## src/rtl/dataplane_axil_regs_if.sv

```systemverilog
// AXI4-Lite bus bundle between the dataplane register bank and its master.
// Signal names follow the AXI4-Lite channel naming so waveforms read naturally.
interface dataplane_axil_regs_if #(
   parameter int unsigned ADDR_W = 8
) ();
   logic [ADDR_W-1:0] AWADDR;
   logic [2:0]        AWPROT;
   logic              AWVALID;
   logic              AWREADY;
   logic [31:0]       WDATA;
   logic [3:0]        WSTRB;
   logic              WVALID;
   logic              WREADY;
   logic              BREADY;
   logic              BVALID;
   logic [1:0]        BRESP;
   logic [ADDR_W-1:0] ARADDR;
   logic [2:0]        ARPROT;
   logic              ARVALID;
   logic              ARREADY;
   logic              RREADY;
   logic              RVALID;
   logic [31:0]       RDATA;
   logic [1:0]        RRESP;

   modport master (
      output AWADDR, AWPROT, AWVALID, WDATA, WSTRB, WVALID, BREADY,
      output ARADDR, ARPROT, ARVALID, RREADY,
      input  AWREADY, WREADY, BVALID, BRESP, ARREADY, RVALID, RDATA, RRESP
   );

   modport slave (
      input  AWADDR, AWPROT, AWVALID, WDATA, WSTRB, WVALID, BREADY,
      input  ARADDR, ARPROT, ARVALID, RREADY,
      output AWREADY, WREADY, BVALID, BRESP, ARREADY, RVALID, RDATA, RRESP
   );
endinterface

```

## src/rtl/dataplane_axil_regs.sv

```systemverilog
// AXI4-Lite slave register bank: read-only VERSION at index 0 and NUM_REGS-1
// byte-writable control registers exported flat to the dataplane datapath.
module dataplane_axil_regs #(
   parameter int unsigned ADDR_W   = 8,
   parameter int unsigned NUM_REGS = 8,
   parameter logic [31:0] VERSION  = 32'h0001_0000
) (
   input  logic                      clk,
   input  logic                      rst_n,
   dataplane_axil_regs_if.slave      axil,
   output logic [32*NUM_REGS-1:0]    regs_o
);

   localparam int unsigned IdxW  = ADDR_W - 2;
   localparam int unsigned NumRw = NUM_REGS - 1;
   localparam logic [1:0]  RespOkay   = 2'b00;
   localparam logic [1:0]  RespSlvErr = 2'b10;

   logic              ready_en_q;

   logic              aw_held_q, aw_held_d;
   logic [IdxW-1:0]   aw_idx_q, aw_idx_d;
   logic              w_held_q, w_held_d;
   logic [31:0]       w_data_q, w_data_d;
   logic [3:0]        w_strb_q, w_strb_d;
   logic              bvalid_q, bvalid_d;
   logic [1:0]        bresp_q, bresp_d;

   logic              rvalid_q, rvalid_d;
   logic [31:0]       rdata_q, rdata_d;
   logic [1:0]        rresp_q, rresp_d;

   logic [31:0]       rw_q [NumRw];
   logic [31:0]       rw_d [NumRw];

   logic              aw_ready, w_ready, ar_ready;
   logic              aw_hs, w_hs, ar_hs;
   logic              commit;
   logic [IdxW-1:0]   ar_idx;
   logic [31:0]       rd_data_c;
   logic [1:0]        rd_resp_c;

   // Protection bits and byte offsets carry no meaning for a word register bank.
   logic unused_bits;
   assign unused_bits = ^{axil.AWPROT, axil.ARPROT, axil.AWADDR[1:0], axil.ARADDR[1:0]};

   function automatic logic idx_is_rw(logic [IdxW-1:0] idx);
      return (idx != '0) && (32'(idx) < NUM_REGS);
   endfunction

   // Handshakes are blocked while a response is pending: one write and one read in flight.
   assign aw_ready = ready_en_q && !aw_held_q && !bvalid_q;
   assign w_ready  = ready_en_q && !w_held_q && !bvalid_q;
   assign ar_ready = ready_en_q && !rvalid_q;

   assign aw_hs  = axil.AWVALID && aw_ready;
   assign w_hs   = axil.WVALID && w_ready;
   assign ar_hs  = axil.ARVALID && ar_ready;
   assign commit = aw_held_q && w_held_q;
   assign ar_idx = axil.ARADDR[ADDR_W-1:2];

   assign axil.AWREADY = aw_ready;
   assign axil.WREADY  = w_ready;
   assign axil.BVALID  = bvalid_q;
   assign axil.BRESP   = bresp_q;
   assign axil.ARREADY = ar_ready;
   assign axil.RVALID  = rvalid_q;
   assign axil.RDATA   = rdata_q;
   assign axil.RRESP   = rresp_q;

   always_comb begin
      aw_held_d = aw_held_q;
      aw_idx_d  = aw_idx_q;
      w_held_d  = w_held_q;
      w_data_d  = w_data_q;
      w_strb_d  = w_strb_q;
      bvalid_d  = bvalid_q;
      bresp_d   = bresp_q;
      rw_d      = rw_q;

      if (aw_hs) begin
         aw_held_d = 1'b1;
         aw_idx_d  = axil.AWADDR[ADDR_W-1:2];
      end
      if (w_hs) begin
         w_held_d = 1'b1;
         w_data_d = axil.WDATA;
         w_strb_d = axil.WSTRB;
      end

      if (commit) begin
         aw_held_d = 1'b0;
         w_held_d  = 1'b0;
         bvalid_d  = 1'b1;
         bresp_d   = idx_is_rw(aw_idx_q) ? RespOkay : RespSlvErr;
         for (int unsigned i = 1; i < NUM_REGS; i++) begin
            if (32'(aw_idx_q) == i) begin
               for (int unsigned b = 0; b < 4; b++) begin
                  if (w_strb_q[b]) begin
                     rw_d[i-1][8*b +: 8] = w_data_q[8*b +: 8];
                  end
               end
            end
         end
      end else if (bvalid_q && axil.BREADY) begin
         bvalid_d = 1'b0;
      end
   end

   // Reads sample the current flops, so a read on a commit edge sees the old value.
   always_comb begin
      rd_data_c = '0;
      rd_resp_c = RespSlvErr;
      if (ar_idx == '0) begin
         rd_data_c = VERSION;
         rd_resp_c = RespOkay;
      end else begin
         for (int unsigned i = 1; i < NUM_REGS; i++) begin
            if (32'(ar_idx) == i) begin
               rd_data_c = rw_q[i-1];
               rd_resp_c = RespOkay;
            end
         end
      end
   end

   always_comb begin
      rvalid_d = rvalid_q;
      rdata_d  = rdata_q;
      rresp_d  = rresp_q;
      if (ar_hs) begin
         rvalid_d = 1'b1;
         rdata_d  = rd_data_c;
         rresp_d  = rd_resp_c;
      end else if (rvalid_q && axil.RREADY) begin
         rvalid_d = 1'b0;
      end
   end

   always_comb begin
      regs_o        = '0;
      regs_o[31:0]  = VERSION;
      for (int unsigned i = 1; i < NUM_REGS; i++) begin
         regs_o[32*i +: 32] = rw_q[i-1];
      end
   end

   always_ff @(posedge clk or negedge rst_n) begin
      if (!rst_n) begin
         ready_en_q <= 1'b0;
         aw_held_q  <= 1'b0;
         aw_idx_q   <= '0;
         w_held_q   <= 1'b0;
         w_data_q   <= '0;
         w_strb_q   <= '0;
         bvalid_q   <= 1'b0;
         bresp_q    <= '0;
         rvalid_q   <= 1'b0;
         rdata_q    <= '0;
         rresp_q    <= '0;
         for (int unsigned i = 0; i < NumRw; i++) begin
            rw_q[i] <= '0;
         end
      end else begin
         ready_en_q <= 1'b1;
         aw_held_q  <= aw_held_d;
         aw_idx_q   <= aw_idx_d;
         w_held_q   <= w_held_d;
         w_data_q   <= w_data_d;
         w_strb_q   <= w_strb_d;
         bvalid_q   <= bvalid_d;
         bresp_q    <= bresp_d;
         rvalid_q   <= rvalid_d;
         rdata_q    <= rdata_d;
         rresp_q    <= rresp_d;
         rw_q       <= rw_d;
      end
   end

endmodule

```

## src/flat_wrapper.sv

```systemverilog
// flat-port wrapper written by rule: the top's interface ports become plain ports
module dataplane_axil_regs_flat 
#(
   parameter int unsigned ADDR_W   = 8,
   parameter int unsigned NUM_REGS = 8,
   parameter logic [31:0] VERSION  = 32'h0001_0000
)
  (clk, rst_n, regs_o, axil_AWADDR, axil_AWPROT, axil_AWVALID, axil_WDATA, axil_WSTRB, axil_WVALID, axil_BREADY, axil_ARADDR, axil_ARPROT, axil_ARVALID, axil_RREADY, axil_AWREADY, axil_WREADY, axil_BVALID, axil_BRESP, axil_ARREADY, axil_RVALID, axil_RDATA, axil_RRESP);
  dataplane_axil_regs_if #(.ADDR_W(ADDR_W)) axil_i ();
  input  logic clk;
  input  logic rst_n;
  output logic [32*NUM_REGS-1:0] regs_o;
  input wire logic [$bits(axil_i.AWADDR)-1:0] axil_AWADDR;
  input wire logic [$bits(axil_i.AWPROT)-1:0] axil_AWPROT;
  input wire logic [$bits(axil_i.AWVALID)-1:0] axil_AWVALID;
  input wire logic [$bits(axil_i.WDATA)-1:0] axil_WDATA;
  input wire logic [$bits(axil_i.WSTRB)-1:0] axil_WSTRB;
  input wire logic [$bits(axil_i.WVALID)-1:0] axil_WVALID;
  input wire logic [$bits(axil_i.BREADY)-1:0] axil_BREADY;
  input wire logic [$bits(axil_i.ARADDR)-1:0] axil_ARADDR;
  input wire logic [$bits(axil_i.ARPROT)-1:0] axil_ARPROT;
  input wire logic [$bits(axil_i.ARVALID)-1:0] axil_ARVALID;
  input wire logic [$bits(axil_i.RREADY)-1:0] axil_RREADY;
  output wire logic [$bits(axil_i.AWREADY)-1:0] axil_AWREADY;
  output wire logic [$bits(axil_i.WREADY)-1:0] axil_WREADY;
  output wire logic [$bits(axil_i.BVALID)-1:0] axil_BVALID;
  output wire logic [$bits(axil_i.BRESP)-1:0] axil_BRESP;
  output wire logic [$bits(axil_i.ARREADY)-1:0] axil_ARREADY;
  output wire logic [$bits(axil_i.RVALID)-1:0] axil_RVALID;
  output wire logic [$bits(axil_i.RDATA)-1:0] axil_RDATA;
  output wire logic [$bits(axil_i.RRESP)-1:0] axil_RRESP;
  assign axil_i.AWADDR = axil_AWADDR;
  assign axil_i.AWPROT = axil_AWPROT;
  assign axil_i.AWVALID = axil_AWVALID;
  assign axil_i.WDATA = axil_WDATA;
  assign axil_i.WSTRB = axil_WSTRB;
  assign axil_i.WVALID = axil_WVALID;
  assign axil_i.BREADY = axil_BREADY;
  assign axil_i.ARADDR = axil_ARADDR;
  assign axil_i.ARPROT = axil_ARPROT;
  assign axil_i.ARVALID = axil_ARVALID;
  assign axil_i.RREADY = axil_RREADY;
  assign axil_AWREADY = axil_i.AWREADY;
  assign axil_WREADY = axil_i.WREADY;
  assign axil_BVALID = axil_i.BVALID;
  assign axil_BRESP = axil_i.BRESP;
  assign axil_ARREADY = axil_i.ARREADY;
  assign axil_RVALID = axil_i.RVALID;
  assign axil_RDATA = axil_i.RDATA;
  assign axil_RRESP = axil_i.RRESP;
  dataplane_axil_regs #(.ADDR_W(ADDR_W), .NUM_REGS(NUM_REGS), .VERSION(VERSION)) u_core (.clk(clk), .rst_n(rst_n), .axil(axil_i), .regs_o(regs_o));
endmodule
```

## config.mk

```make
export PLATFORM = sky130hd
export DESIGN_NAME = dataplane_axil_regs_flat
export DESIGN_NICKNAME = d
export VERILOG_FILES = /design/src/rtl/dataplane_axil_regs_if.sv /design/src/rtl/dataplane_axil_regs.sv /design/src/flat_wrapper.sv
export SDC_FILE = /design/constraint.sdc
export NUM_CORES = 1
export LEC_CHECK = 0
export ABC_AREA = 1
export CAP_MARGIN = 20
export CORE_AREA = 4 4 165 167
export DETAILED_ROUTE_END_ITERATION = 7
export DIE_AREA = 0 0 169 171
export PLACE_DENSITY = 0.85
export SYNTH_ARGS = -nofsm -noshare
export SYNTH_HDL_FRONTEND = slang
export SYNTH_SLANG_ARGS = --single-unit
```

## constraint.sdc

```tcl
create_clock -name clk -period 2.35 [get_ports clk]
set_input_delay 0.47 -clock clk [delete_from_list [all_inputs] [get_ports clk]]
set_output_delay 0.47 -clock clk [all_outputs]
set_load 0.02 [all_outputs]
```

**Word level (Yosys, flattened, before mapping)**

Index checks and enable logic that the tools add are counted.

- Flip-flop bits (word level): 307
- Word-level logic and storage cells: 129

- Reduce and logical (&&, ||, !) cells: 50
- Multiplexer cells: 25
- Equality and inequality tests: 14
- Magnitude comparators: 1

Operator list:

| operator | number |
|---|---|
| $mux 32 | 8 |
| $reduce_and 3->1 | 28 |
| $eq 6x3->1 const B | 8 |
| $eq 6x2->1 const B | 4 |
| $mux 2 | 9 |
| $eq 6x1->1 const B | 2 |
| $logic_and 1x1->1 | 12 |
| $mux 1 | 8 |
| $reduce_bool 2->1 | 4 |
| $logic_not 6->1 | 1 |
| $lt 6x4->1 const B | 1 |
| $reduce_bool 6->1 | 1 |
| $logic_not 1->1 | 4 |

**Logic depth before layout (Yosys ltp)**

Gate-level depths: netlist of run 1.

- Depth after elaboration: 9
- Mapped depth: 13

**Least setup slack after synthesis of run 1**

No wires, ideal clock.

- Kind: reg-to-reg
- Start point: register u_core.bvalid_q (netlist: u_core.axil.BVALID)
- End point: register u_core.w_strb_q[0]
- Data arrival time: 1.740 ns
- Setup slack: 0.478 ns
- Setup time: 0.133 ns
- Period minus slack after synthesis: 1.872 ns
- Data required time: 2.217 ns
- Cell stages (with the launch flop): 6
- Path through: dfrtp_1 nor3_1 nand2_1 clkbuf_1 nor2_1 a21oi_1

- Longest elaborated chain between the ends: 3

RTL lines:

| what | line | source |
|---|---|---|
| start, declared | dataplane_axil_regs.sv:26 | `logic bvalid_q, bvalid_d;` |
| start signal, assigned | dataplane_axil_regs.sv:171 | `bvalid_q <= bvalid_d;` |
| $logic_not 1->1 | dataplane_axil_regs.sv:53 | `assign w_ready = ready_en_q && !w_held_q && !bvalid_q;` |
| $logic_and 1x1->1 | dataplane_axil_regs.sv:53 |  |
| net axil_WREADY | flat_wrapper.sv:25 | `output wire logic [$bits(axil_i.WREADY)-1:0] axil_WREADY;` |
| $logic_and 1x1->1 | dataplane_axil_regs.sv:57 | `assign w_hs = axil.WVALID && w_ready;` |
| end signal, assigned | dataplane_axil_regs.sv:170 | `w_strb_q <= w_strb_d;` |
| end, declared | dataplane_axil_regs.sv:25 | `logic [3:0] w_strb_q, w_strb_d;` |

The timed path passes the listed nets, and every way through them passes these cells.
A chain may end at the register's enable or synchronous reset.

**Worst setup path in the final report of run 1**

- Start point: register u_core.ready_en_q
- End point: output port axil_ARREADY

- Longest elaborated chain between the ends: 1

RTL lines:

| what | line | source |
|---|---|---|
| start, declared | dataplane_axil_regs.sv:19 | `logic ready_en_q;` |
| start signal, assigned | dataplane_axil_regs.sv:150 | `ready_en_q <= 1'b0;` |
| start signal, assigned | dataplane_axil_regs.sv:165 | `ready_en_q <= 1'b1;` |
| $logic_and 1x1->1 | dataplane_axil_regs.sv:54 | `assign ar_ready = ready_en_q && !rvalid_q;` |
| end, declared | flat_wrapper.sv:28 | `output wire logic [$bits(axil_i.ARREADY)-1:0] axil_ARREADY;` |

No other way between the ends.

==> out/qor.csv, run 1 <==
metric;value;unit
outcome;finished, final reports clean;
unrepaired setup endpoints after global routing;false;
CTS clk-pin slew, worst paths;60;ps
Commonest cells post-synth;472 x nand2_1, 305 x dfrtp_1, 245 x o21ai_0;
post-route cell area;18230;um2
EDFF count, synth;0;
worst stage delay on the critical path;610;ps
crit-path cells;inv_1 > nor2_1 > clkdlybuf4s50_1;
Crit path max-delay family;buffers and inverters;
DRT iter0 DRCs;1641;
predominant post-synthesis flop cell;dfrtp_1;
Final Cycle Share;91.21;%
clock root buffer;clkbuf_16;
detailed-route wire length per cell;20.09;um
Reg2Reg Setup Slack;290;ps
Post-route DRC;0;
crit start category;flop;
worst path required time;1880;ps
Die H;171;um
final slew viol count;0;
top cells by area, synth;dfrtp_1 57%, nand2_1 13%, o21ai_0 9.1%;
Worst Max-Slew Pin Slew;622.0;ps
Die ar.;28900;um2
Max VDD drop;0.7164;mV
Post-CTS Setup Repair Bufs;0;
Area Overhead vs Synth;35.45;%
CP max-delay cell;clkdlybuf4s50_1;
post-synthesis sequential area ratio;56.72;%
YS warnings;0;
worst path bufs/invs;2;
Starting Density;52.23;%
FF+latch count, synth;305;
post-synth top area cell;dfrtp_1;
Hold Path Class;primary input to asynchronous set/reset pin;
R2R depth;6;
chip width;169;um
cell count after synthesis;1582;
layout cells sized above 1;7.154;%
largest net degree at the start of global routing;74;
CTS tree;done;
row count;59;
synth unique cells;31;
total wire length;45510;um
Slew headroom;58.44;%
I/O pin total;362;
number of global-route vias before repair;12399;
Avg Cell Area, Syn;8.506;um2
hpwl dp;32040;um
synthesized cell area;13460;um2
Final Hold Viols;0;
Placement Cell Area;17190;um2
input/output buffers;317;
H-tree levels;1;
Reg-to-Reg End;u_core.regs_o[140]$_DFFE_PN0P_;
PD cells;1135;nW/um2
Nets;1972;
Longest Clk Path Bufs;3;
CP arrival;1670;ps
post-layout util;70.75;%
CTS buffer count;31;
total track usage;30.66;%
Fin Clk Skew;14.08;ps
vias per inst;5.720;
clk_lat worst skew;560;ps
ANT nets after route;0;
fin crit period;2144;ps
Async SR Flop Fraction;100.0;%
Pre-antenna DRT Iters;6;
max-capacitance violation count;0;
worst flop-to-flop path startpoint;u_core.aw_idx_q[3]$_DFFE_PN0P_;
FILL cells;1917;
first-pass GRT wire length;69960;um
routability cong.;0.9067;
count of final setup violators;0;
share of the synthesized area in the top cell type;56.72;%
Crit. End Element;output pin;
clock sink count;305;
Static Leak;8.604;nW
worst-path maximum fanout;3;
Layout Cells excl Fill;2265;
gr ovfl total;0;
Setup CP Type;flop to output pin;
initial antenna violation count;2;
core area;25760;um2
Post-Place Cells;2208;
top-count cell post-synth;nand2_1;
fmax;466.5;MHz
Vias;12955;
==> what timing repair did <==
item / CTS / global route
setup endpoints to repair: 2 / 0
hold buffers: 1 / 0
gates resized for setup: 3 / 0
hold endpoints to repair: 30 / 0
==> layer usage <==
| metal | share of wire, % | up-vias | wire, um | global-route usage, % |
|---|---|---|---|---|
| met5 | 0.029 | - | 13 | 0 |
| met4 | 3.9 | 2 | 1784 | 11.13 |
| met3 | 9.9 | 135 | 4523 | 6.169 |
| met2 | 47 | 786 | 21450 | 49.57 |
| met1 | 39 | 6252 | 17730 | 41.63 |
| li1 | - | 5780 | - | - |
==> layout make-up <==
class	instances	area, um2	area share (%)
flip-flops and latches	305	7632	41.87
repair buffers	372	3761	20.63
clock buffers	44	884.6	4.853
multi-input cells	1090	4984	27.34
well taps	335	419.2	2.300
inverters	107	401.6	2.203
diodes	1	2.502	0.01373
clock inverters	11	142.6	0.7825
==> per-stage QoR <==
step	power (W)	setup slack, ps	hold slack (ps)	TNS (ps)
after floorplan	0.01156	477.6	174.4	0
after global placement	0.01539	35.45	375.0	0
after detailed placement	0.01565	-30.69	370.5	-30.69
after CTS	0.02070	180.9	369.4	0
after global routing	0.02167	114.3	393.3	0
final	0.02069	206.5	371.4	0
==> state kept, by name, indices dropped and copies added, names as in the netlist <==
name,flops
u_core.w_held_q,1
u_core.regs_o,224
u_core.axil.RDATA,32
u_core.w_strb_q,4
u_core.w_data_q,32
u_core.axil.RRESP,1
u_core.ready_en_q,1
u_core.aw_held_q,1
u_core.axil.BVALID,1
u_core.axil.BRESP,1
u_core.axil.RVALID,1
u_core.aw_idx_q,6
==> cell usage in the layout, fill, tap and decap left out, types with 13 or more instances in the layout <==
cell type and n:
a21oi_1 68, buf_12 14, buf_4 40, clkbuf_16 31, clkdlybuf4s50_1 313, conb_1 35
dfrtp_1 305, inv_1 104, nand2_1 471, nand3_1 67, nand4_1 42, nor2_1 79
o2111ai_1 13, o21ai_0 245, o21ai_1 14
==> how the worst max path moves through the flow <==
stage                                   startpoint                           endpoint  slack [ps]  cells past startpoint
floorplan           u_core.axil.BVALID$_DFFE_PN0P_     u_core.w_strb_q[0]$_DFFE_PN0P_         480                      5
global placement                    axil_ARADDR[4]  u_core.axil.RDATA[16]$_DFFE_PN0P_          40                     10
detailed placement                  axil_ARADDR[7]  u_core.axil.RDATA[16]$_DFFE_PN0P_         -30                     11
CTS                    u_core.ready_en_q$_DFF_PN0_                       axil_ARREADY         180                      3
global route        u_core.aw_idx_q[3]$_DFFE_PN0P_     u_core.regs_o[128]$_DFFE_PN0P_         110                      6
finish                 u_core.ready_en_q$_DFF_PN0_                       axil_ARREADY         210                      3
==> report_power, final <==
part	internal [W]	switching, W
Combinational	0.00306	0.00427
Clock	0.00293	0.00206
Sequential	0.00690	0.00147
==> cells by family (layout without fill, tap and decap cells) <==
| group | count (synthesis) | count (layout) | synth area share, % |
|---|---|---|---|
| simple gates | 693 | 693 | 21.52 |
| flops | 305 | 305 | 56.72 |
| mux | 4 | 4 | 0.3347 |
| buf+inv | 220 | 534 | 7.355 |
| other cells | 2 | 36 | 0.05581 |
| compound gates | 358 | 358 | 14.01 |
Note: power is estimated with default switching activity, not from simulation.
==> run 2: changes to the inputs <==
--- a/config.mk
+++ b/config.mk
@@ -6,11 +6,10 @@
 export NUM_CORES = 1
 export LEC_CHECK = 0
 export ABC_AREA = 1
-export CAP_MARGIN = 20
-export CORE_AREA = 4 4 165 167
+export CORE_AREA = 4 4 171 173
 export DETAILED_ROUTE_END_ITERATION = 7
-export DIE_AREA = 0 0 169 171
-export PLACE_DENSITY = 0.85
+export DIE_AREA = 0 0 175 177
+export PLACE_DENSITY = 0.8
 export SYNTH_ARGS = -nofsm -noshare
 export SYNTH_HDL_FRONTEND = slang
 export SYNTH_SLANG_ARGS = --single-unit
==> constraint.sdc (replaced) <==
create_clock -name clk -period 2.1 [get_ports clk]
set_input_delay 0.42 -clock clk [delete_from_list [all_inputs] [get_ports clk]]
set_output_delay 0.42 -clock clk [all_outputs]
set_load 0.02 [all_outputs]
==> run 2 against run 1 <==
  * Clock skew down 2.9 ps
  * Final area up 1.3%
  * Final cell count up 2.9%
  * Critical endpoint is now regs_o[67]
  * Highest routed layer is now met4
  * Power up 13%
==> out/qor.csv, run 2 (same netlist as run 1, synthesis figures left out) <==
metric;value;unit
Final Hold Viols;0;
Longest Clk Path Bufs;3;
CP max-delay cell;clkdlybuf4s50_1;
Setup CP Type;flop to output pin;
vias per inst;5.475;
clk_lat worst skew;510;ps
crit path launch;u_core.regs_o[67]$_DFFE_PN0P_;
worst path bufs/invs;1;
Slew headroom;60.08;%
R2R depth;8;
Crit path max-delay family;buffers and inverters;
post-layout util;66.83;%
unrepaired setup endpoints after global routing;false;
Worst Max-Slew Pin Slew;597.3;ps
Pre-antenna DRT Iters;5;
worst path required time;1680;ps
clock root buffer;clkbuf_16;
CTS buffer count;34;
detailed-route wire length per cell;19.38;um
Min Hold Slack;394.1;ps
row count;61;
total wire length;45150;um
core area;27630;um2
Reg area;7632;um2
most common cell after layout, fill and taps aside;nand2_1;
Vias;12756;
Starting Density;48.70;%
Max VDD drop;0.6701;mV
input/output buffers;317;
Die H;177;um
Critical Path Stages;1;
Area Overhead vs Synth;37.22;%
CP arrival;1590;ps
crit start category;flop;
CTS tree;done;
gr ovfl total;0;
Fin Clk Skew;11.17;ps
clock sink count;305;
FILL cells;2212;
Die ar.;30980;um2
routability cong.;0.8641;
PD cells;1261;nW/um2
total track usage;28.42;%
Post-CTS Setup Repair Bufs;0;
fin crit period;2009;ps
H-tree levels;2;
worst-path maximum fanout;3;
hpwl dp;32770;um
Final Cycle Share;95.66;%
max-capacitance violation count;0;
outcome;finished, final reports clean;
Multi-input gate area;4996;um2
layout cells sized above 1;8.098;%
crit-path cells;clkdlybuf4s50_1;
Crit. End Element;output pin;
DRT iter0 DRCs;1135;
count of final setup violators;0;
most frequent cells in the layout;470 x nand2_1, 312 x clkdlybuf4s50_1, 305 x dfrtp_1;
worst stage delay on the critical path;650;ps
Hold Path Class;primary input to asynchronous set/reset pin;
ANT nets after route;0;
worst flop-to-flop path startpoint;u_core.aw_idx_q[3]$_DFFE_PN0P_;
chip width;175;um
I/O pin total;362;
Static Leak;8.710;nW
Nets;1994;
fmax;497.8;MHz
final slew viol count;0;
Post-route DRC;0;
initial antenna violation count;1;
max FFs per register;224;
largest net degree at the start of global routing;78;
CTS clk-pin slew, worst paths;50;ps
first-pass GRT wire length;69460;um
number of global-route vias before repair;12344;
run 2: cell types whose count changed in the layout (fill, tap and decap cells not counted), sizes merged:
cell           before  now
clkbuf             44   54
clkinv              5    1
clkdlybuf4s50     313  312
bufinv              3    0
dlymetal6s2s        0    1
buf                56   75
run 2: timing repair:
action	in CTS	in global routing
resized for setup	2	4
setup endpoints to repair	2	16
endpoints found under the hold margin	32	0
hold buffers	1	0
cloned	0	0
run 2: power by group:
part	switching [W]	total [W]	internal (W)
sequential	0.00164	0.00936	0.00772
combinational	0.00473	0.00816	0.00343
clock	0.00234	0.00576	0.00343
run 2: path summary, 6_finish.rpt:
path / end / slack, ps
max: regs_o[67] / 90
min: u_core.axil.RDATA[0]$_DFFE_PN0P_ / 390
max reg2reg: u_core.regs_o[228]$_DFFE_PN0P_ / 150
min reg2reg: u_core.regs_o[255]$_DFFE_PN0P_ / 480
max in group asynchronous: u_core.regs_o[178]$_DFFE_PN0P_ / 980
min in group clk: u_core.axil.RVALID$_DFFE_PN0P_ / 470
run 2: layout make-up:
| type | instances | area share [%] |
|---|---|---|
| flip-flops and latches | 305 | 41.33 |
| diodes | 1 | 0.01355 |
| inverters | 107 | 2.175 |
| well taps | 378 | 2.561 |
| repair buffers | 391 | 21.02 |
| multi-input cells | 1090 | 27.06 |
| clock buffers | 54 | 5.685 |
| clock inverters | 4 | 0.1558 |
run 2: per-layer routing:
layer,GRT usage (%),up-vias,part of all wire (%)
li1,-,5819,-
met1,37.58,6147,41
met2,45.98,680,47
met3,6.687,110,9.2
met4,10.93,0,3.6
met5,0,-,0
run 2: metrics by stage:
| step | setup slack, ps | instances | setup TNS, ps | instance area (um2) | power (W) |
|---|---|---|---|---|---|
| 3_3_place_gp | -112.5 | 2270 | -2426 | 17360 | 0.01726 |
| 5_1_grt | 23.39 | 2330 | 0 | 18470 | 0.02441 |
| 2_1_floorplan | 227.6 | 1615 | 0 | 13580 | 0.01294 |
| 3_5_place_dp | -157.5 | 2270 | -3744 | 17360 | 0.01753 |
| 4_1_cts | 0.6292 | 2329 | 0 | 18450 | 0.02332 |
| 6_report | 91.22 | 2330 | 0 | 18470 | 0.02328 |
==> run 3: changes to the inputs <==
--- a/config.mk
+++ b/config.mk
@@ -6,7 +6,9 @@
 export NUM_CORES = 1
 export LEC_CHECK = 0
 export ABC_AREA = 1
+export CAP_MARGIN = 5
 export CORE_AREA = 4 4 171 173
+export CTS_CLUSTER_DIAMETER = 150
 export DETAILED_ROUTE_END_ITERATION = 7
 export DIE_AREA = 0 0 175 177
 export PLACE_DENSITY = 0.8
==> results of run 3 <==
Final layout, timing and power as in run 2 (identical DEF).
